## src/rtl/soc_pkg.sv

```systemverilog
// Shared UART arbiter definitions: FSM state encoding and frame constants.
package soc_pkg;

   typedef enum logic [1:0] {
      ST_IDLE  = 2'd0,
      ST_START = 2'd1,
      ST_DATA  = 2'd2,
      ST_STOP  = 2'd3
   } uart_state_e;

   localparam int UART_DIV_DEFAULT = 434;
   localparam int UART_FRAME_BITS  = 10;
   // Frame = start + data + stop, so data width falls out of the frame length.
   localparam int UART_DATA_BITS   = UART_FRAME_BITS - 2;

endpackage : soc_pkg

```

## src/rtl/rr_arbiter.sv

```systemverilog
// Combinational round-robin grant: first valid requester at or after i_ptr, with wrap.
module rr_arbiter
   import soc_pkg::*;
#(
   parameter int NREQ = 2
) (
   input  logic [NREQ-1:0]         i_req_valid,
   input  logic [$clog2(NREQ)-1:0] i_ptr,
   output logic [NREQ-1:0]         o_grant,
   output logic [$clog2(NREQ)-1:0] o_grant_id,
   output logic                    o_grant_valid
);
   localparam int IW = $clog2(NREQ);

   logic [IW:0]   w_sum;
   logic [IW-1:0] w_idx;
   logic          w_hit;

   // Scan from the pointer upward; the first hit freezes the grant index.
   always_comb begin
      o_grant_id    = '0;
      o_grant_valid = 1'b0;
      w_sum         = '0;
      w_idx         = '0;
      w_hit         = 1'b0;
      for (int k = 0; k < NREQ; k++) begin
         w_sum = {1'b0, i_ptr} + (IW+1)'(k);
         // Explicit modulo keeps non-power-of-2 NREQ inside the valid range.
         w_idx = (w_sum >= (IW+1)'(NREQ)) ? IW'(w_sum - (IW+1)'(NREQ)) : w_sum[IW-1:0];
         w_hit = ~o_grant_valid & i_req_valid[w_idx];
         o_grant_id    = w_hit ? w_idx : o_grant_id;
         o_grant_valid = o_grant_valid | w_hit;
      end
      o_grant = o_grant_valid ? (NREQ'(1) << o_grant_id) : '0;
   end

endmodule : rr_arbiter

```

## src/rtl/uart_tx_arbiter.sv

```systemverilog
// Round-robin shared 8N1 UART transmitter: one byte latched per grant, LSB first.
module uart_tx_arbiter
   import soc_pkg::*;
#(
   parameter int NREQ    = 2,
   parameter int CLK_DIV = UART_DIV_DEFAULT
) (
   input  logic                    i_clk,
   input  logic                    i_reset,
   input  logic [NREQ-1:0]         i_req_valid,
   input  logic [8*NREQ-1:0]       i_req_data,
   output logic [NREQ-1:0]         o_req_ready,
   output logic                    o_ser_tx,
   output logic                    o_busy,
   output logic [$clog2(NREQ)-1:0] o_grant_id
);
   localparam int IW = $clog2(NREQ);
   localparam int BW = $clog2(CLK_DIV);
   localparam logic [BW-1:0] BAUD_LAST = BW'(CLK_DIV - 1);
   localparam logic [2:0]    BIT_LAST  = 3'(UART_DATA_BITS - 1);
   localparam logic [IW-1:0] ID_LAST   = IW'(NREQ - 1);

   uart_state_e   r_state,    w_state_next;
   logic [BW-1:0] r_baud,     w_baud_next;
   logic [2:0]    r_bit,      w_bit_next;
   logic [7:0]    r_shift,    w_shift_next;
   logic [IW-1:0] r_ptr,      w_ptr_next;
   logic [IW-1:0] r_grant_id, w_grant_id_next;
   logic          r_ser_tx,   w_ser_tx_next;
   logic          r_busy;

   logic [NREQ-1:0] w_grant;
   logic [IW-1:0]   w_grant_idx;
   logic            w_grant_any;
   logic            w_accept;
   logic            w_baud_wrap;
   logic [7:0]      w_req_byte;

   rr_arbiter #(.NREQ(NREQ)) u_rr_arbiter (
      .i_req_valid   (i_req_valid),
      .i_ptr         (r_ptr),
      .o_grant       (w_grant),
      .o_grant_id    (w_grant_idx),
      .o_grant_valid (w_grant_any)
   );

   // Reset gates the handshake so no byte is taken while reset is asserted.
   assign w_accept    = (r_state == ST_IDLE) && !i_reset && w_grant_any;
   assign o_req_ready = w_accept ? w_grant : '0;
   assign w_req_byte  = i_req_data[8*int'(w_grant_idx) +: 8];
   assign w_baud_wrap = (r_baud == BAUD_LAST);

   // Next-state and next-output logic; ser_tx is computed one cycle ahead so the pin is registered.
   always_comb begin
      w_state_next    = r_state;
      w_baud_next     = r_baud;
      w_bit_next      = r_bit;
      w_shift_next    = r_shift;
      w_ptr_next      = r_ptr;
      w_grant_id_next = r_grant_id;
      w_ser_tx_next   = r_ser_tx;
      case (r_state)
         ST_IDLE: begin
            w_baud_next = '0;
            w_bit_next  = 3'd0;
            if (w_accept) begin
               w_state_next    = ST_START;
               w_shift_next    = w_req_byte;
               w_grant_id_next = w_grant_idx;
               w_ptr_next      = (w_grant_idx == ID_LAST) ? '0 : w_grant_idx + IW'(1);
               w_ser_tx_next   = 1'b0;
            end else begin
               w_ser_tx_next   = 1'b1;
            end
         end
         ST_START: begin
            if (w_baud_wrap) begin
               w_baud_next   = '0;
               w_state_next  = ST_DATA;
               w_bit_next    = 3'd0;
               w_ser_tx_next = r_shift[0];
            end else begin
               w_baud_next   = r_baud + BW'(1);
            end
         end
         ST_DATA: begin
            if (w_baud_wrap) begin
               w_baud_next = '0;
               if (r_bit == BIT_LAST) begin
                  w_state_next  = ST_STOP;
                  w_ser_tx_next = 1'b1;
               end else begin
                  w_bit_next    = r_bit + 3'd1;
                  w_shift_next  = {1'b0, r_shift[7:1]};
                  w_ser_tx_next = r_shift[1];
               end
            end else begin
               w_baud_next = r_baud + BW'(1);
            end
         end
         ST_STOP: begin
            if (w_baud_wrap) begin
               w_baud_next  = '0;
               w_state_next = ST_IDLE;
            end else begin
               w_baud_next  = r_baud + BW'(1);
            end
            w_ser_tx_next = 1'b1;
         end
         default: begin
            w_state_next  = ST_IDLE;
            w_baud_next   = '0;
            w_bit_next    = 3'd0;
            w_ser_tx_next = 1'b1;
         end
      endcase
   end

   // State, datapath and output registers; reset abandons any frame in flight.
   always_ff @(posedge i_clk) begin
      if (i_reset) begin
         r_state    <= ST_IDLE;
         r_baud     <= '0;
         r_bit      <= 3'd0;
         r_shift    <= 8'd0;
         r_ptr      <= '0;
         r_grant_id <= '0;
         r_ser_tx   <= 1'b1;
         r_busy     <= 1'b0;
      end else begin
         r_state    <= w_state_next;
         r_baud     <= w_baud_next;
         r_bit      <= w_bit_next;
         r_shift    <= w_shift_next;
         r_ptr      <= w_ptr_next;
         r_grant_id <= w_grant_id_next;
         r_ser_tx   <= w_ser_tx_next;
         r_busy     <= (w_state_next != ST_IDLE);
      end
   end

   assign o_ser_tx   = r_ser_tx;
   assign o_busy     = r_busy;
   assign o_grant_id = r_grant_id;

endmodule : uart_tx_arbiter

```

## config.mk

```make
export PLATFORM = sky130hd
export DESIGN_NAME = uart_tx_arbiter
export DESIGN_NICKNAME = d
export VERILOG_FILES = /design/src/rtl/soc_pkg.sv /design/src/rtl/rr_arbiter.sv /design/src/rtl/uart_tx_arbiter.sv
export SDC_FILE = /design/constraint.sdc
export NUM_CORES = 1
export LEC_CHECK = 0
export ABC_AREA = 0
export ABC_CLOCK_PERIOD_IN_PS = 4500
export CORE_ASPECT_RATIO = 1.25
export CORE_UTILIZATION = 50
export DETAILED_ROUTE_END_ITERATION = 8
export PLACE_DENSITY = 0.85
export SETUP_SLACK_MARGIN = 0.05
export SLEW_MARGIN = 20
export SYNTH_ARGS = -nofsm -noshare
export SYNTH_HDL_FRONTEND = slang
export SYNTH_SLANG_ARGS = --single-unit
```

## constraint.sdc

```tcl
create_clock -name i_clk -period 4.5 [get_ports i_clk]
set_input_delay 0.9 -clock i_clk [delete_from_list [all_inputs] [get_ports i_clk]]
set_output_delay 0.9 -clock i_clk [all_outputs]
set_load 0.01 [all_outputs]
```

==> impl_metrics.py, run 1 <==
metrics = {
    "run_status": {
        "status": "finished, final reports clean",
    },
    "clock_tree": {
        "path_clk_slew_ps": 140,
        "cts_sinks": 26,
        "cts_resized": 0,
        "insertion_delay_ps": 330,
        "cts_root_buf": "clkbuf_4",
        "htree_num_levels": 1,
        "cts_setup_buffers": 0,
        "clk_path_buf_depth": 2,
        "cts_hold_buf": 0,
        "cts_tree": "done",
        "cts_buffers": 3,
    },
    "sta": {
        "finalCritPeriodShare": 0.8145,
        "setup_ws_ps": 834.5,
        "fmax_mhz": 272.8,
        "min_period_ps": 3665,
        "slew_headroom": 0.5702,
        "setup_viol": 0,
        "hold_viol": 0,
        "skew_ps": 8.707,
        "rsz0062_at_grt": "false",
        "setup_tns_ps": 0,
        "whs_ps": 489.0,
        "finalMaxSlewViolations": 0,
        "max_slew.worst_pin.slew_ps": 642.8,
    },
    "die": {
        "dieArea_um2": 2984,
        "core_area_um2": 2527,
        "num_io_pins": 25,
        "die_x_um": 49.06,
        "fp.dieH_um": 60.82,
        "initial_utilization": 0.5475,
        "std_cell_rows": 20,
    },
    "drt": {
        "vias_per_cell": 5.888,
        "wl_per_cell_um": 14.54,
        "drc": 0,
        "wl_um": 2981,
        "first_pass_iters": 4,
        "drtIter0Drc": 32,
        "detail-route-antenna-nets": 0,
        "via_count": 1207,
    },
    "critical_path": {
        "required_ps": 3600,
        "timing.rr.end": "r_shift[6]",
        "crit_path_cell_trace": "clkdlybuf4s50_1 > o211ai_2 > nor2_1 > clkdlybuf4s50_1",
        "cp-end-kind": "primary output",
        "worst_path_max_delay_cell": "o211ai_2",
        "cp.arrival_ps": 2770,
        "critPathKind": "in2out",
        "path_common_cell": "clkdlybuf4s50_1",
        "crit_path_max_incr_delay_ps": 620,
        "cp-start-kind": "input port",
        "r2r_start": "r_bit[0]",
        "reg2reg_setup_slack_ps": 2550,
        "worstPathMaxFanout": 17,
        "ff2ff_path_depth": 6,
    },
    "final_layout": {
        "layout.nets": 197,
        "final_common_cell": "dfxtp_1",
        "diodes": 0,
        "n_fill_cell": 213,
        "drive_gt1_frac": 0.1105,
        "final_cells": 205,
        "layout_common_cells": "dfxtp_1, clkdlybuf4s50_1, nor2_1",
        "syn2layout_area_growth_pct": 19.44,
    },
    "global_route": {
        "grt_pass1_wl_um": 4899,
        "first_global_vias": 1102,
        "grt_use_total": 0.2166,
        "grt_overflow": 0,
        "grt_max_degree": 18,
        "antenna_found_initial": 0,
    },
    "logic_synthesis": {
        "synthCells": 152,
        "syn-num-nets": 176,
        "synth_top_area_cell": "dfxtp_1",
        "synth_top_area_share": 0.3761,
        "ys_seq_area_frac": 0.3761,
        "synth_area_um2": 1384,
        "post_synth_num_cell_types": 35,
        "ys_seq_elements": 26,
        "yosysWarnings": 0,
        "syn_area_per_cell_um2": 9.104,
        "synth_area_leaders": "dfxtp_1, o41ai_2, nor2_1",
    },
    "min_path": {
        "min_path_cells": 2,
        "whs_endpoint": "r_bit[2]",
        "worstHoldStart": "r_bit[2]",
        "min_path_type": "reg2reg",
    },
    "placed_design": {
        "hpwl_um": 2203,
        "place_ws_ps": 857.8,
        "dp.cells": 201,
        "place.gp.congestion": 0.8222,
        "port_buffers": 24,
    },
    "power_and_ir_drop": {
        "ir_drop_mv": 0.2594,
        "power_density_nw_per_um2": 274.9,
        "cellLeakagePower_nw": 0.6158,
    },
    "flow_run": {
        "drv_cap": 0,
    },
}
## power breakdown
part           internal [W]  switching, W  leakage [nW]
logic             0.0000421     0.0000409         0.383
clock network     0.0000496     0.0000678        0.0210
registers          0.000243     0.0000110         0.212
total              0.000335      0.000120         0.616
## worst max-delay path: cells and delay by family
family          cells  cell delay (ps)
compound gates      1              620
buf+inv             2             1080
simple gates        1              170
## cell families (layout without fill, tap and decap cells)
family	after synthesis	in the layout	share of synthesized area
flip-flops	26	26	0.3761
AO/OA/AOI/OAI	39	39	0.2324
AND/OR/NAND/NOR	61	61	0.2423
multiplexers	1	1	0.007234
buffers and inverters	12	32	0.04882
XOR/XNOR	9	9	0.05696
adder cells (fa/ha/maj)	4	4	0.03617
## area by class of cell
type	instances	area [um2]	share of cell area
Clock buffer	4	36.28	0.02195
Inverter	3	11.26	0.006813
Timing Repair Buffer	25	247.7	0.1499
Tap cell	33	41.29	0.02498
Sequential cell	26	520.5	0.3149
Multi-Input combinational cell	114	795.8	0.4815
## routing by layer
layer	vias up	routed length, um	GRT usage
met5	-	0	0
met4	0	47	0.08824
met3	5	135	0.02005
met2	38	1526	0.4067
met1	561	1271	0.2569
li1	603	-	-
## synth_stat cells
library cell	number
a21boi_0	7
a21oi_1	7
a31o_2	1
a31oi_1	7
and2_2	1
and2_4	1
and4_1	1
and4b_1	1
and4bb_2	1
buf_2	3
buf_4	1
buf_6	2
clkbuf_1	3
clkinv_1	1
dfxtp_1	26
ha_1	4
inv_1	2
mux2i_1	1
nand2_1	9
nand2b_1	1
nand3_1	6
nand3_4	1
nand4_1	10
nor2_1	21
nor2b_1	3
nor3_1	3
nor3b_4	1
o211ai_2	1
o21a_1	1
o21ai_0	6
o311ai_0	2
o41ai_2	7
or3_1	1
xnor2_1	5
xor2_1	4
## per-stage QoR
| step | cell area (um2) | power, W | util |
|---|---|---|---|
| finish | 1653 | 0.0004543 | 0.6540 |
| global route | 1653 | 0.0004727 | 0.6540 |
| detailed placement | 1617 | 0.0003411 | 0.6396 |
| floorplan | 1384 | 0.0003084 | - |
| global placement | 1617 | 0.0003380 | 0.6396 |
| CTS | 1653 | 0.0004561 | 0.6540 |
## flip-flops by register name, indices dropped and copies added (netlist names)
name        cells
r_baud          9
r_shift         8
r_bit           3
r_state         2
o_busy          1
o_grant_id      1
o_ser_tx        1
r_ptr           1
## how the worst max path moves through the flow
stage | start | to | slack [ps] | cells after the start
2_1_floorplan | i_reset | o_req_ready[0] | 1830 | 5
3_3_place_gp | i_req_valid[1] | o_req_ready[1] | 890 | 4
3_5_place_dp | i_req_valid[1] | o_req_ready[1] | 860 | 4
4_1_cts | i_req_valid[1] | o_req_ready[1] | 850 | 4
5_1_grt | i_req_valid[1] | o_req_ready[1] | 740 | 4
6_report | i_req_valid[1] | o_req_ready[1] | 830 | 4
Power figures use the tool's default switching activity.
==> inputs of run 2 (changes only) <==
ABC_CLOCK_PERIOD_IN_PS = 3600   (was 4500)
clock period = 3.6 ns   (was 4.5 ns; I/O delays follow)
==> impl_metrics.py, run 2 (synthesized netlist as in run 1, its figures left out) <==
metrics = {
    "final_layout": {
        "largest_reg_flops": 9,
        "layout_common_cells": "dfxtp_1, clkdlybuf4s50_1, nor2_1",
        "drive_gt1_frac": 0.1156,
        "final_common_cell": "dfxtp_1",
        "syn2layout_area_growth_pct": 19.98,
        "regMostFlops": "r_baud",
        "n_fill_cell": 225,
        "layout.nets": 198,
        "diodes": 0,
        "reg_top3": "r_baud x9, r_shift x8, r_bit x3",
    },
    "critical_path": {
        "critPathKind": "in2out",
        "ff2ff_path_depth": 6,
        "cp-start-kind": "input port",
        "cp.arrival_ps": 2450,
        "worst_path_max_delay_cell": "clkdlybuf4s50_1",
        "timing.rr.end": "r_shift[5]",
        "r2r_start": "r_bit[0]",
        "required_ps": 2880,
        "crit_path_max_incr_delay_ps": 670,
        "worstPathMaxFanout": 10,
        "crit_path_cell_trace": "clkdlybuf4s50_1 > nand2_1 > nor2_1 > clkdlybuf4s50_1",
        "reg2reg_setup_slack_ps": 1660,
        "cp-startpoint": "i_req_valid[1]",
        "cp-end-kind": "primary output",
        "path_common_cell": "clkdlybuf4s50_1",
    },
    "drt": {
        "first_pass_iters": 4,
        "via_count": 1170,
        "vias_per_cell": 5.680,
        "detail-route-antenna-nets": 0,
        "wl_per_cell_um": 13.65,
        "drc": 0,
        "drtIter0Drc": 31,
        "wl_um": 2811,
    },
    "die": {
        "dieArea_um2": 2984,
        "std_cell_rows": 20,
        "initial_utilization": 0.5475,
        "fp.dieH_um": 60.82,
        "core_area_um2": 2527,
        "die_x_um": 49.06,
        "num_io_pins": 25,
    },
    "min_path": {
        "min_path_cells": 2,
        "worstHoldStart": "r_bit[2]",
        "whs_endpoint": "r_bit[2]",
        "min_path_type": "reg2reg",
    },
    "power_and_ir_drop": {
        "ir_drop_mv": 0.2549,
        "cellLeakagePower_nw": 0.6203,
        "power_density_nw_per_um2": 339.9,
    },
    "global_route": {
        "grt_max_degree": 17,
        "grt_overflow": 0,
        "first_global_vias": 1097,
        "grt_use_total": 0.2023,
        "grt_pass1_wl_um": 4595,
        "antenna_found_initial": 0,
    },
    "clock_tree": {
        "cts_sinks": 26,
        "cts_resized": 0,
        "cts_buffers": 3,
        "clk_path_buf_depth": 2,
        "insertion_delay_ps": 310,
        "htree_num_levels": 1,
        "cts_tree": "done",
        "path_clk_slew_ps": 130,
        "cts_hold_buf": 0,
        "cts_root_buf": "clkbuf_4",
        "cts_setup_buffers": 0,
    },
    "sta": {
        "rsz0062_at_grt": "false",
        "finalMaxSlewViolations": 0,
        "setup_tns_ps": 0,
        "skew_ps": 3.066,
        "max_slew.worst_pin.slew_ps": 469.0,
        "slew_headroom": 0.6867,
        "min_period_ps": 3170,
        "whs_ps": 489.0,
        "finalCritPeriodShare": 0.8805,
        "fmax_mhz": 315.5,
        "setup_viol": 0,
        "hold_viol": 0,
    },
    "run_status": {
        "status": "finished, final reports clean",
    },
    "flow_run": {
        "drv_cap": 0,
    },
    "placed_design": {
        "hpwl_um": 2160,
        "port_buffers": 24,
        "place.gp.congestion": 0.8158,
    },
}
[run 2: cell count changes in the layout (fill, tap and decap cells not counted)]
| cell | previous run | this run |
|---|---|---|
| buf_4 | 1 | 2 |
[run 2: how the worst max path moves through the flow]
stage                           to  slack [ps]  depth (start not counted)
floorplan           o_req_ready[0]        1290                          5
global placement    o_req_ready[1]         480                          5
detailed placement  o_req_ready[1]         430                          5
CTS                 o_req_ready[1]         430                          5
global route        o_req_ready[1]         320                          5
finish              o_req_ready[1]         430                          4
[run 2: area by class of cell]
type,instances,area (um2),area share
clock buffers,4,36.28,0.02185
well taps,33,41.29,0.02487
repair buffers,26,255.2,0.1537
inverters,3,11.26,0.006782
flip-flops and latches,26,520.5,0.3135
multi-input cells,114,795.8,0.4793
[run 2: layer usage]
layer / vias up / track usage / wire length [um]
met1: 535 / 0.2295 / 1274
met2: 31 / 0.3889 / 1433
met5: - / 0 / 0
li1: 602 / - / -
met4: 0 / 0.08403 / 17
met3: 2 / 0.02256 / 86
[run 2: power breakdown]
part,internal (W),switching [W]
Combinational,0.0000540,0.0000499
Sequential,0.000304,0.0000128
Clock,0.0000617,0.0000823
Total,0.000419,0.000145
[run 2: critical path, delay by kind of cell]
family,cells,cell delay (ps)
simple gates,2,490
buf+inv,2,1240
[run 2: stage by stage]
step / util / instances / total power, W / area (um2) / worst slack, ps
2_1_floorplan: - / 152 / 0.0003855 / 1384 / 1289
3_3_place_gp: 0.6426 / 202 / 0.0004243 / 1624 / 479.2
3_5_place_dp: 0.6426 / 202 / 0.0004266 / 1624 / 429.2
4_1_cts: 0.6569 / 206 / 0.0005675 / 1660 / 426.8
5_1_grt: 0.6569 / 206 / 0.0005982 / 1660 / 316.4
6_report: 0.6569 / 206 / 0.0005644 / 1660 / 430.3
